--- config.mk ---
export PLATFORM = sky130hd
export DESIGN_NAME = line_window_scheduler_flat
export DESIGN_NICKNAME = d
export VERILOG_FILES = /design/src/rtl/line_window_scheduler_if.sv /design/src/rtl/line_window_scheduler.sv /design/src/flat_wrapper.sv
export SDC_FILE = /design/constraint.sdc
export NUM_CORES = 1
export LEC_CHECK = 0
export CORE_ASPECT_RATIO = 0.9
export CORE_MARGIN = 2
export CORE_UTILIZATION = 53
export DETAILED_ROUTE_END_ITERATION = 10
export PLACE_DENSITY = 0.87
export SLEW_MARGIN = 20
export SYNTH_ARGS = -nofsm -noshare
export SYNTH_HDL_FRONTEND = slang
export SYNTH_SLANG_ARGS = --single-unit
--- constraint.sdc ---
create_clock -name clk -period 4.4 [get_ports clk]
set_input_delay 0.66 -clock clk [delete_from_list [all_inputs] [get_ports clk]]
set_output_delay 0.66 -clock clk [all_outputs]
set_load 0.05 [all_outputs]
--- src/rtl/line_window_scheduler_if.sv ---
// Stream, FIFO-control and window-marker bundle of the line window scheduler.
// The slave view belongs to the scheduler; master is its pixel source/consumer.
interface line_window_scheduler_if #(
    parameter int LINES_NUM = 3
);
    logic                     s_pixel_valid;
    logic                     s_ready;
    logic                     fifo_srst;
    logic [LINES_NUM-2:0]     fifo_wr_en;
    logic [LINES_NUM-2:0]     fifo_rd_en;
    logic [3*LINES_NUM-1:0]   row_sel;
    logic                     m_pixel_valid;
    logic                     m_sof;
    logic                     m_eol;
    logic                     m_eof;
    logic [1:0]               state;

    modport slave (
        input  s_pixel_valid,
        output s_ready, fifo_srst, fifo_wr_en, fifo_rd_en, row_sel,
        output m_pixel_valid, m_sof, m_eol, m_eof, state
    );

    modport master (
        output s_pixel_valid,
        input  s_ready, fifo_srst, fifo_wr_en, fifo_rd_en, row_sel,
        input  m_pixel_valid, m_sof, m_eol, m_eof, state
    );
endinterface

--- src/rtl/line_window_scheduler.sv ---
// Sequencer for a cascade of line FIFOs feeding a vertical filter window:
// FIFO enables, tail drain at frame end, edge-replicating tap selects, markers.
module line_window_scheduler #(
    parameter int IMAGE_WIDTH  = 1920,
    parameter int IMAGE_HEIGHT = 1080,
    parameter int LINES_NUM    = 3
) (
    input logic clk,
    input logic rst,
    line_window_scheduler_if.slave bus
);
    localparam int K  = (LINES_NUM - 1) / 2;
    localparam int NF = LINES_NUM - 1;
    localparam logic [10:0] HOR_LAST    = 11'(IMAGE_WIDTH - 1);
    localparam logic [11:0] V_PRE_LAST  = 12'(K - 1);
    localparam logic [11:0] V_IN_LAST   = 12'(IMAGE_HEIGHT - 1);
    localparam logic [11:0] V_FL_LAST   = 12'(IMAGE_HEIGHT + LINES_NUM - 2);
    localparam logic [11:0] V_OUT_FIRST = 12'(K);
    localparam logic [11:0] V_OUT_LAST  = 12'(IMAGE_HEIGHT - 1 + K);

    typedef enum logic [1:0] {
        PREFILL = 2'd0,
        STREAM  = 2'd1,
        FLUSH   = 2'd2
    } state_t;

    state_t state_q, state_d;
    logic [10:0] hor;
    logic [11:0] v;
    logic [1:0] srst_cnt;
    logic srst;
    logic ready;
    logic accept;
    logic beat;
    logic line_end;
    logic win_valid;
    logic [NF-1:0] rd_en;
    logic [NF-2:0] wr_dly;
    logic [3*LINES_NUM-1:0] sel;
    int vi;
    int r;

    logic mv_q, sof_q, eol_q, eof_q;
    logic [3*LINES_NUM-1:0] row_sel_q;

    assign ready    = !rst && !srst && (state_q != FLUSH);
    assign accept   = bus.s_pixel_valid && ready;
    // Drain rows run on their own at one beat per cycle; input is held off.
    assign beat     = (state_q == FLUSH) ? !rst : accept;
    assign line_end = beat && (hor == HOR_LAST);

    always_comb begin
        state_d   = state_q;
        rd_en     = '0;
        sel       = '0;
        vi        = int'(v);
        r         = 0;
        win_valid = beat && (v >= V_OUT_FIRST) && (v <= V_OUT_LAST);

        unique case (state_q)
            PREFILL: if (line_end && v == V_PRE_LAST) state_d = STREAM;
            STREAM:  if (line_end && v == V_IN_LAST)  state_d = FLUSH;
            FLUSH:   if (line_end && v == V_FL_LAST)  state_d = PREFILL;
            default: state_d = PREFILL;
        endcase

        // FIFO i holds row v-i-1; while draining, FIFO i is emptied by row H+i.
        for (int i = 0; i < NF; i++) begin
            if (state_q == FLUSH)
                rd_en[i] = beat && (i + IMAGE_HEIGHT >= vi);
            else
                rd_en[i] = beat && (vi > i);
        end

        for (int j = 0; j < LINES_NUM; j++) begin
            r = vi - 2 * K + j;
            if (r < 0) r = 0;
            if (r > IMAGE_HEIGHT - 1) r = IMAGE_HEIGHT - 1;
            sel[j*3 +: 3] = 3'(vi - r);
        end
    end

    always_ff @(posedge clk) begin
        if (rst) begin
            state_q   <= PREFILL;
            hor       <= '0;
            v         <= '0;
            srst      <= 1'b1;
            srst_cnt  <= 2'd2;
            wr_dly    <= '0;
            mv_q      <= 1'b0;
            sof_q     <= 1'b0;
            eol_q     <= 1'b0;
            eof_q     <= 1'b0;
            row_sel_q <= '0;
        end else begin
            state_q <= state_d;
            srst    <= (srst_cnt != 2'd0);
            if (srst_cnt != 2'd0) srst_cnt <= srst_cnt - 2'd1;
            wr_dly  <= rd_en[NF-2:0];

            if (beat) begin
                if (hor == HOR_LAST) begin
                    hor <= '0;
                    if (state_q == FLUSH && v == V_FL_LAST) v <= '0;
                    else v <= v + 12'd1;
                end else begin
                    hor <= hor + 11'd1;
                end
            end

            mv_q      <= win_valid;
            sof_q     <= win_valid && (v == V_OUT_FIRST) && (hor == '0);
            eol_q     <= win_valid && (hor == HOR_LAST);
            eof_q     <= win_valid && (hor == HOR_LAST) && (v == V_OUT_LAST);
            row_sel_q <= win_valid ? sel : '0;
        end
    end

    assign bus.s_ready       = ready;
    assign bus.fifo_srst     = srst;
    assign bus.fifo_wr_en    = {wr_dly, accept};
    assign bus.fifo_rd_en    = rd_en;
    assign bus.row_sel       = row_sel_q;
    assign bus.m_pixel_valid = mv_q;
    assign bus.m_sof         = sof_q;
    assign bus.m_eol         = eol_q;
    assign bus.m_eof         = eof_q;
    assign bus.state         = state_q;
endmodule

--- src/flat_wrapper.sv ---
// flat-port wrapper written by rule: the top's interface ports become plain ports
module line_window_scheduler_flat 
#(
    parameter int IMAGE_WIDTH  = 1920,
    parameter int IMAGE_HEIGHT = 1080,
    parameter int LINES_NUM    = 3
)
  (clk, rst, bus_s_pixel_valid, bus_s_ready, bus_fifo_srst, bus_fifo_wr_en, bus_fifo_rd_en, bus_row_sel, bus_m_pixel_valid, bus_m_sof, bus_m_eol, bus_m_eof, bus_state);
  line_window_scheduler_if #(.LINES_NUM(LINES_NUM)) bus_i ();
  input logic clk;
  input logic rst;
  input wire logic [$bits(bus_i.s_pixel_valid)-1:0] bus_s_pixel_valid;
  output wire logic [$bits(bus_i.s_ready)-1:0] bus_s_ready;
  output wire logic [$bits(bus_i.fifo_srst)-1:0] bus_fifo_srst;
  output wire logic [$bits(bus_i.fifo_wr_en)-1:0] bus_fifo_wr_en;
  output wire logic [$bits(bus_i.fifo_rd_en)-1:0] bus_fifo_rd_en;
  output wire logic [$bits(bus_i.row_sel)-1:0] bus_row_sel;
  output wire logic [$bits(bus_i.m_pixel_valid)-1:0] bus_m_pixel_valid;
  output wire logic [$bits(bus_i.m_sof)-1:0] bus_m_sof;
  output wire logic [$bits(bus_i.m_eol)-1:0] bus_m_eol;
  output wire logic [$bits(bus_i.m_eof)-1:0] bus_m_eof;
  output wire logic [$bits(bus_i.state)-1:0] bus_state;
  assign bus_i.s_pixel_valid = bus_s_pixel_valid;
  assign bus_s_ready = bus_i.s_ready;
  assign bus_fifo_srst = bus_i.fifo_srst;
  assign bus_fifo_wr_en = bus_i.fifo_wr_en;
  assign bus_fifo_rd_en = bus_i.fifo_rd_en;
  assign bus_row_sel = bus_i.row_sel;
  assign bus_m_pixel_valid = bus_i.m_pixel_valid;
  assign bus_m_sof = bus_i.m_sof;
  assign bus_m_eol = bus_i.m_eol;
  assign bus_m_eof = bus_i.m_eof;
  assign bus_state = bus_i.state;
  line_window_scheduler #(.IMAGE_WIDTH(IMAGE_WIDTH), .IMAGE_HEIGHT(IMAGE_HEIGHT), .LINES_NUM(LINES_NUM)) u_core (.clk(clk), .rst(rst), .bus(bus_i));
endmodule
Yosys cells after proc, flatten, opt, wreduce, memory -nomap -nowiden
Index checks and enable logic that the tools add are counted.

Eq/ne operators: 11. Mux-type cells: 15. Bitwise logic cells: 1. $lt $le $gt $ge: 12. Reduce and logical (&&, ||, !) cells: 27. $add $sub $neg: 9.

Operators by type and width (count): > comparator 32 x 12 -> 1 bit (second input constant) (3); < comparator 32 x 1 -> 1 bit (second input constant) (3); two-way mux 32 bit (3); equality test 12 x 11 -> 1 bit (second input constant) (3); adder 32 x 2 -> 32 bit (second input constant) (1); adder 32 x 3 -> 32 bit (second input constant) (1); greater-or-equal comparator 11 x 12 -> 1 bit (first input constant) (2); > comparator 12 x 1 -> 1 bit (second input constant) (2); logical AND 1 bit (18); subtractor 12 x 2 -> 13 bit (second input constant) (1); adder 12 x 1 -> 12 bit (second input constant) (1); equality test 12 x 1 -> 1 bit (second input constant) (1); greater-or-equal comparator 12 x 1 -> 1 bit (second input constant) (1); <= comparator 12 x 11 -> 1 bit (second input constant) (1); zero test 12 bit (1); two-way mux 12 bit (1); adder 11 x 1 -> 11 bit (second input constant) (1); equality test 11 bit (second input constant) (1); zero test 11 bit (1); two-way mux 11 bit (1); two-way mux 3 bit (3); subtractor 3 bit (3); two-way mux 2 bit (3); != test 2 x 1 -> 1 bit (second input constant) (3); 13 further kinds (16).

Flip-flop bits (word level): 42. Word-level logic and storage cells: 86. Input bits: 3. Output and inout port bits: 21.

Depth between registers and ports, before layout
Gate-level depths: netlist of the first run.

Depth in word-level cells: 9. Mapped depth: 26. Mapped depth without buffers: 23.

Worst setup path before layout of the first run
Ideal clock, no wire load.

Kind: register -> register. From: register u_core.v[1]. To: register u_core.row_sel_q[4], in the netlist u_core.bus.row_sel[4]. Clock period less this slack: 4.478 ns. Required time: 4.285 ns. Slack: -0.078 ns. Stages on the path, launching flop included: 24. Setup time: 0.115 ns. Buffers on the path: 2. Arrival time: 4.363 ns. Cell sequence: dfxtp_1 -> buf_6 -> inv_1 -> ha_1 -> or4b_1 -> buf_2 -> or3_1 -> a221oi_2 -> nand2_1 -> nor2_1 -> nand2_1 -> ha_1 -> nand4b_1 -> nor3_1 -> nand2_1 -> a21oi_1 -> a31oi_1 -> o211a_1 -> nor2_1 -> o21ai_1 -> ha_1 -> inv_1 -> fa_1 -> and2_1.

Word-level cells in the longest chain between the ends: 7. Elaborated cells between the ends (all ways): 13. Those cells by class: 3 x add/sub; 4 x order compare; 2 x mux; 1 x bitwise; 3 x reduce/logical.

Ends and longest elaborated chain: start: declaration (RTL line line_window_scheduler.sv:29) `logic [11:0] v;`; start signal: assignment (RTL line line_window_scheduler.sv:106) `else v <= v + 12'd1;`; subtractor 12 x 2 -> 13 bit (RTL line line_window_scheduler.sv:76) `r = vi - 2 * K + j;`; adder 32 x 2 -> 32 bit (RTL line line_window_scheduler.sv:76); < comparator 32 x 1 -> 1 bit (RTL line line_window_scheduler.sv:77) `if (r < 0) r = 0;`; two-way mux 32 bit (RTL line line_window_scheduler.sv:77); > comparator 32 x 12 -> 1 bit (RTL line line_window_scheduler.sv:78) `if (r > IMAGE_HEIGHT - 1) r = IMAGE_HEIGHT - 1;`; two-way mux 3 bit (RTL line line_window_scheduler.sv:78); subtractor 3 bit (*) (RTL line line_window_scheduler.sv:79) `sel[j*3 +: 3] = 3'(vi - r);`; net u_core.sel[4] (RTL line line_window_scheduler.sv:39) `logic [3*LINES_NUM-1:0] sel;`; end signal: assignment (RTL line line_window_scheduler.sv:116) `row_sel_q <= win_valid ? sel : '0;`; end: declaration (RTL line line_window_scheduler.sv:44) `logic [3*LINES_NUM-1:0] row_sel_q;`.

Mark *: on every way through the listed nets, which the timed path passes. The rest lies on a longest branch. A chain may end at the register's enable or synchronous reset.

Worst setup path in the final report of the first run
From: register u_core.v[1]. To: register u_core.row_sel_q[5], in the netlist u_core.bus.row_sel[5].

Word-level cells in the longest chain between the ends: 7. Elaborated cells between the ends (all ways): 13. Those cells by class: 3 x add/sub; 4 x order compare; 2 x mux; 1 x bitwise; 3 x reduce/logical.

Ends and longest elaborated chain (RTL line): subtractor 12 x 2 -> 13 bit (line_window_scheduler.sv:76); adder 32 x 2 -> 32 bit (line_window_scheduler.sv:76); < comparator 32 x 1 -> 1 bit (line_window_scheduler.sv:77); two-way mux 32 bit (line_window_scheduler.sv:77); > comparator 32 x 12 -> 1 bit (line_window_scheduler.sv:78); two-way mux 3 bit (line_window_scheduler.sv:78); subtractor 3 bit (line_window_scheduler.sv:79).

Several ways; a longest one is shown, not always the timed one.

==> qor.yml, run 1 <==
outcome: "finished clean"
fmax_mhz: 233
seqCellArea_um2: 846
fin_ws_ns: 0.110
grtUsageTotal_pct: 23.1
avgSynthCellArea_um2: 7.82
timing.hold.ws_ns: 0.482
synthToLayoutAreaGrowth_pct: 17.1
drv_slew: 0
pre_cts_slack_ns: 0.0741
met2_usage_pct: 37.4
required_ns: 4.58
powerDensity_mw_per_mm2: 214
row_count: 26
drt_iter0_markers: 232
cts.clk_slew.worst_paths_ns: 0.09
grt_most_used_layer: "met2"
clock_path_buffers: 2
grt_pass1_wl_mm: 12.4
slowest_stage: "or4b_4"
viasPerCell: 6.07
coreArea_mm2: 0.00563
dieHeight_um: 76.1
finalPower_mw: 0.768
fin_area_mm2: 0.00358
syn_area_mm2: 0.00306
ys_seq_area_share_pct: 27.5
htree_levels: 2
critPathMaxStageDelay_ns: 0.46
layout.cells.non_filler: 483
finalSetupViolCount: 0
grtUsageMet3_pct: 4.23
n_antenna_cell: 0
grt_overflow: 0
period_share_pct: 97.5
drive_gt1_share_pct: 14.3
die_area_mm2: 0.00639
nFillCells: 447
path_delay_family: "simple AND/OR/NAND/NOR gates"
crit_chain: "inv_2 > ha_4 > or4b_4 > or3_4 > a221oi_4 > nand2_2 > nor2_4 > nand2_1 > ha_1 > nand4b_1 > nor3_2 > nand2_1 > a21oi_2 > a31oi_1 > o211a_1 > nor2_1 > o21ai_1 > ha_2 > inv_2 > fa_2 > xnor2_2 > o31a_1 > nor3_1"
min_path_type: "flip-flop to flip-flop"
ant_nets: 0
synth-seq-cells: 42
arrival_ns: 4.47
gp_congestion: 0.975
clk_latency_ns: 0.30
dr.pass1.iters: 5
cts_hold_buf: 0
hold_viol: 0
synthesis.nets: 415
hpwl_mm: 5.47
pin_count: 24
dp_cells: 471
start_util_pct: 54.3
worstMarginPinSlew_ns: 0.744
async_flop_share_pct: 0
leakage_nw: 1.39
placed_area_mm2: 0.00335
final.min_clock_period_ns: 4.29
port_buffers: 23
drt_wl_total_mm: 7.67
dieWidth_um: 84.1
final_nets: 436
drc_errors: 0
via_count: 2933
antenna_found_initial: 0
multi_input_area_mm2: 0.00213
cts_tree: "built"
cp_num_buf_inv: 2
cp-start-kind: "flip-flop"
wire_per_inst_um: 15.9
slew_headroom_pct: 50.0
cts-root-buf: "clkbuf_8"
synth-edff-count: 0
rsz0062_at_grt: "true"
drv_cap: 0
path_max_fanout: 4
syn_inst: 391
critical_path_class: "flip-flop to flip-flop"
cts_buffers: 5
met1_usage_pct: 31.8
fin_skew_ns: 0.00770
synthFlopType: "dfxtp_1"
ys_types: 58
grt_max_degree: 15
clock-sinks: 42
ys_warn_count: 0
crit_path_end_kind: "flip-flop"
max-vdd-ir-drop_mv: 0.225
grt_pass1_vias: 2707
[worst reg2reg max path, cell delays in order (launching register included)]
cell	delay (ns)
dfxtp_2	0.33
inv_2	0.09
ha_4	0.13
or4b_4	0.46
or3_4	0.36
a221oi_4	0.28
nand2_2	0.14
nor2_4	0.14
nand2_1	0.06
ha_1	0.28
nand4b_1	0.11
nor3_2	0.06
nand2_1	0.08
a21oi_2	0.07
a31oi_1	0.16
o211a_1	0.19
nor2_1	0.05
o21ai_1	0.10
ha_2	0.20
inv_2	0.04
fa_2	0.38
xnor2_2	0.23
o31a_1	0.17
nor3_1	0.05
[Yosys cell counts (2+ instances only)]
library cell | number | area [um^2]
nor2_1 | 52 | 195
nand2_1 | 28 | 105
buf_2 | 7 | 35.0
buf_6 | 2 | 22.5
mux2i_1 | 5 | 50.1
or4_1 | 3 | 22.5
xor2_1 | 19 | 166
nor2b_1 | 2 | 12.5
nand3_1 | 16 | 80.1
inv_1 | 15 | 56.3
o31a_1 | 2 | 17.5
or3_1 | 9 | 56.3
fa_1 | 3 | 60.1
dfxtp_1 | 42 | 841
and3_1 | 4 | 25.0
o21ai_0 | 10 | 50.1
or2_1 | 3 | 18.8
nand4_1 | 10 | 62.6
buf_4 | 2 | 15.0
or2_2 | 5 | 31.3
nand4b_1 | 3 | 26.3
o2111ai_1 | 3 | 26.3
nor3_1 | 18 | 90.1
nor4_1 | 13 | 81.3
a31oi_1 | 3 | 18.8
and2_1 | 5 | 31.3
xnor2_1 | 23 | 201
o21ai_1 | 7 | 35.0
nand2b_1 | 4 | 25.0
a21oi_1 | 15 | 75.1
and3b_1 | 2 | 17.5
ha_1 | 18 | 225
clkbuf_1 | 13 | 48.8
[cell usage in the layout (no fill, tap or decap), drive strengths merged, types with 15 or more instances in the layout]
cell and count:
nor2 52, dfxtp 42, nand2 28, clkdlybuf4s50 23, xnor2 23, xor2 19, ha 18, nor3 18
o21ai 17, nand3 16, buf 16, inv 16, a21oi 15
[metal layers]
layer,wire length (um),vias to the layer above
met5,0,-
met2,3590,157
met4,75,0
li1,-,1409
met1,3400,1356
met3,606,11
[through the flow]
step	util (%)	TNS, ns
6_report	63.6	0
3_3_place_gp	59.4	0
3_5_place_dp	59.4	0
4_1_cts	61.4	0
5_1_grt	63.6	-0.158
2_1_floorplan	-	0
[report_power, final]
group / switching (mW) / internal, mW / total [mW]
Combinational: 0.0365 / 0.0275 / 0.0639
Sequential: 0.00568 / 0.391 / 0.396
Clock: 0.140 / 0.167 / 0.308
Total: 0.182 / 0.585 / 0.768
[area by class of cell]
class / count / share of cell area, %
clock inverter: 3 / 1.12
timing repair buffer: 39 / 9.78
inverter: 16 / 1.75
tap: 70 / 2.45
multi-input combinational: 308 / 59.4
sequential: 42 / 23.6
clock buffer: 5 / 1.92
[final timing paths]
| path | from | to | slack, ns | cells past startpoint |
|---|---|---|---|---|
| max | u_core.v[1] | u_core.bus.row_sel[5] | 0.11 | 23 |
| min | u_core.hor[1] | u_core.hor[1] | 0.48 | 2 |
| max reg2reg | u_core.v[1] | u_core.bus.row_sel[5] | 0.11 | 23 |
| min reg2reg | u_core.hor[1] | u_core.hor[1] | 0.48 | 2 |
[logic make-up after synthesis]
family	synth area share, %
multiplexers	2.37
flip-flops	27.5
XOR/XNOR	12.0
AND/OR/NAND/NOR	30.5
buffers and inverters	6.06
AO/OA/AOI/OAI	12.2
adder cells (fa/ha/maj)	9.33
[state kept, by name (all words and copies together) (netlist names)]
register,flops
u_core.bus.row_sel,9
u_core.bus.m_eof,1
u_core.v,12
u_core.bus.m_pixel_valid,1
u_core.bus.m_sof,1
u_core.bus.m_eol,1
u_core.bus.fifo_srst,1
u_core.wr_dly,1
u_core.hor,11
u_core.srst_cnt,2
u_core.bus.state,2
[what timing repair did]
item / 4_1_cts / 5_1_grt
buffers inserted: 0 / 4
setup endpoints to repair: 0 / 4
gates resized for setup: 0 / 26
No activity file was read; power rests on OpenSTA's default activity.
==> run 2: changes to the inputs <==
--- a/config.mk
+++ b/config.mk
@@ -7,7 +7,7 @@
 export LEC_CHECK = 0
 export CORE_ASPECT_RATIO = 0.9
 export CORE_MARGIN = 2
-export CORE_UTILIZATION = 53
+export CORE_UTILIZATION = 55
 export DETAILED_ROUTE_END_ITERATION = 10
 export PLACE_DENSITY = 0.87
 export SLEW_MARGIN = 20
==> constraint.sdc (replaced) <==
create_clock -name clk -period 4.97 [get_ports clk]
set_input_delay 0.7455 -clock clk [delete_from_list [all_inputs] [get_ports clk]]
set_output_delay 0.7455 -clock clk [all_outputs]
set_load 0.05 [all_outputs]
==> run 2 against run 1 <==
Compared with the run above:
- highest routed layer unchanged
- final cell count down 2.3%
- setup slack better by 0.098 ns
- core utilization up 1.6 points
- routed wire length down 3.2%
- via count down 2.7%
- combinational power down 12%
- count of clock-buffer cells in the layout up 1
- critical path type unchanged
==> qor.yml, run 2 (synthesis gave the netlist of run 1 again) <==
crit_path_start: "u_core.v[2]"
worstMarginPinSlew_ns: 0.814  # +0.0700 ns
drive_gt1_share_pct: 8.64  # -5.6 points
nFillCells: 476  # +6.5%
path_max_fanout: 8  # +4
layout_common_cells: "nor2_1 (51), dfxtp_1 (41), nand2_1 (27)"
n_antenna_cell: 0  # unchanged
final.min_clock_period_ns: 4.76  # +0.472 ns
drt_wl_total_mm: 7.42  # -3.2%
arrival_ns: 4.97  # +0.50 ns
clock-sinks: 42  # unchanged
cts_tree: "built"
htree_levels: 2  # unchanged
hold_viol: 0  # unchanged
regToRegSetupSlack_ns: 0.21  # +0.10 ns
fin_skew_ns: 0.00630  # -0.00139 ns
min_from: "u_core.hor[1]"
holdPathStages: 2  # unchanged
coreArea_mm2: 0.00532  # -5.5%
wire_per_inst_um: 15.7  # -0.99%
finalPower_mw: 0.679  # -12%
die_area_mm2: 0.00617  # -3.5%
timing.hold.ws_ns: 0.490  # +0.00786 ns
port_buffers: 23  # unchanged
grt_max_degree: 16  # +1
outcome: "finished clean"
clock_path_buffers: 2  # unchanged
dr.pass1.iters: 5  # unchanged
required_ns: 5.18  # +0.60 ns
cts.clk_slew.worst_paths_ns: 0.08  # about the same
fin_tns_setup_ns: 0  # unchanged
final_common_cell: "nor2_1"
cp-start-kind: "flip-flop"
pin_count: 24  # unchanged
hpwl_mm: 5.30  # -3.1%
multi_input_area_mm2: 0.00208  # -2.1%
drt_iter0_markers: 231  # -0.43%
dieHeight_um: 74.7  # -1.7%
viasPerCell: 6.04  # -0.46%
drc_errors: 0  # unchanged
ant_nets: 0  # unchanged
period_share_pct: 95.8  # -1.7 points
row_count: 25  # -3.8%
cts-root-buf: "clkbuf_8"
critical_path_class: "flip-flop to flip-flop"
cts_buffers: 5  # unchanged
fin_ws_ns: 0.208  # +0.0977 ns
cts_hold_buf: 0  # unchanged
grtUsageTotal_pct: 25.4  # +2.3 points
slew_headroom_pct: 45.6  # -4.4 points
rsz0062_at_grt: "false"
grt_pass1_vias: 2591  # -4.3%
reg2reg_to: "u_core.bus.row_sel[5]"
antenna_found_initial: 0  # unchanged
grt_pass1_wl_mm: 12.1  # -2.7%
largest_reg_flops: 12  # unchanged
top_register: "u_core.v"
drv_cap: 0  # unchanged
synthToLayoutAreaGrowth_pct: 13.4
leakage_nw: 1.36  # -2.5%
max-vdd-ir-drop_mv: 0.167  # -26%
finalSetupViolCount: 0  # unchanged
fmax_mhz: 210  # -9.9%
via_count: 2853  # -2.7%
pre_cts_slack_ns: 0.348  # +0.274 ns
r2r_start: "u_core.v[2]"
grt_overflow: 0  # unchanged
seqCellArea_um2: 842  # -0.44%
powerDensity_mw_per_mm2: 196  # -8.6%
crit_end: "u_core.bus.row_sel[5]"
final_nets: 428  # -1.8%
dieWidth_um: 82.6  # -1.7%
crit_path_end_kind: "flip-flop"
clk_latency_ns: 0.30  # about the same
reg2reg_depth: 23  # unchanged
drv_slew: 0  # unchanged
gp_congestion: 0.965  # -0.98%
start_util_pct: 57.5  # +3.2 points
min_path_type: "flip-flop to flip-flop"
==> run 2: per-stage QoR <==
step | utilization [%] | instances | instance area (um^2)
6_report | 65.2 | 472 | 3470
5_1_grt | 65.2 | 472 | 3470
4_1_cts | 64.3 | 472 | 3420
3_5_place_dp | 62.2 | 464 | 3310
3_3_place_gp | 62.2 | 464 | 3310
2_1_floorplan | - | 391 | 3060
==> run 2: cell type report <==
class	instances	area share, %
Clock inverter	2	1.08
Timing Repair Buffer	31	8.37
Sequential cell	42	24.3
Inverter	16	1.73
Tap cell	67	2.42
Multi-Input combinational cell	308	60.0
Clock buffer	6	2.09
==> run 2: layer usage <==
layer	vias to the layer above	share of wire, %	track usage [%]
met4	0	1.8	9.65
met1	1306	44	34.7
met3	18	7.4	4.20
met2	136	46	40.5
met5	-	0	0
li1	1393	-	-
==> run 2: worst min path at each step <==
stage	end
4_1_cts	u_core.hor[1]
5_1_grt	u_core.hor[1]
2_1_floorplan	u_core.hor[1]
3_3_place_gp	u_core.hor[1]
6_report	u_core.hor[1]
3_5_place_dp	u_core.hor[1]
==> run 2: worst max-delay path, stage by stage (launching register included) <==
cell	delay, ns
dfxtp_1	0.31
inv_1	0.13
ha_1	0.19
or4b_4	0.53
or3_1	0.43
a221oi_4	0.35
nand2_2	0.13
nor2_2	0.13
nand2_1	0.06
ha_1	0.27
nand4b_1	0.16
nor3_4	0.07
nand2_1	0.06
a21oi_1	0.08
a31oi_1	0.22
o211a_1	0.26
nor2_1	0.07
o21ai_1	0.08
ha_1	0.16
inv_1	0.05
fa_1	0.40
xnor2_2	0.17
o31a_1	0.13
nor3_1	0.22
==> run 2: what timing repair did <==
| item | CTS | global route |
|---|---|---|
| setup buffers | 0 | 0 |
| gates resized for setup | 0 | 11 |
| endpoints found under the setup margin | 0 | 2 |
| hold endpoints to repair | 0 | 0 |
==> run 2: power by group <==
| group | internal [mW] | total (mW) | switching, mW |
|---|---|---|---|
| combinational | 0.0241 | 0.0561 | 0.0319 |
| clock | 0.150 | 0.273 | 0.123 |
| sequential | 0.346 | 0.351 | 0.00467 |
| total | 0.520 | 0.679 | 0.160 |
==> run 3: changes to the inputs <==
--- a/config.mk
+++ b/config.mk
@@ -10,7 +10,7 @@
 export CORE_UTILIZATION = 55
 export DETAILED_ROUTE_END_ITERATION = 10
 export PLACE_DENSITY = 0.87
-export SLEW_MARGIN = 20
+export SLEW_MARGIN = 10
 export SYNTH_ARGS = -nofsm -noshare
 export SYNTH_HDL_FRONTEND = slang
 export SYNTH_SLANG_ARGS = --single-unit
==> results of run 3 <==
No change in the layout: final DEF, timing and power equal those of run 2.
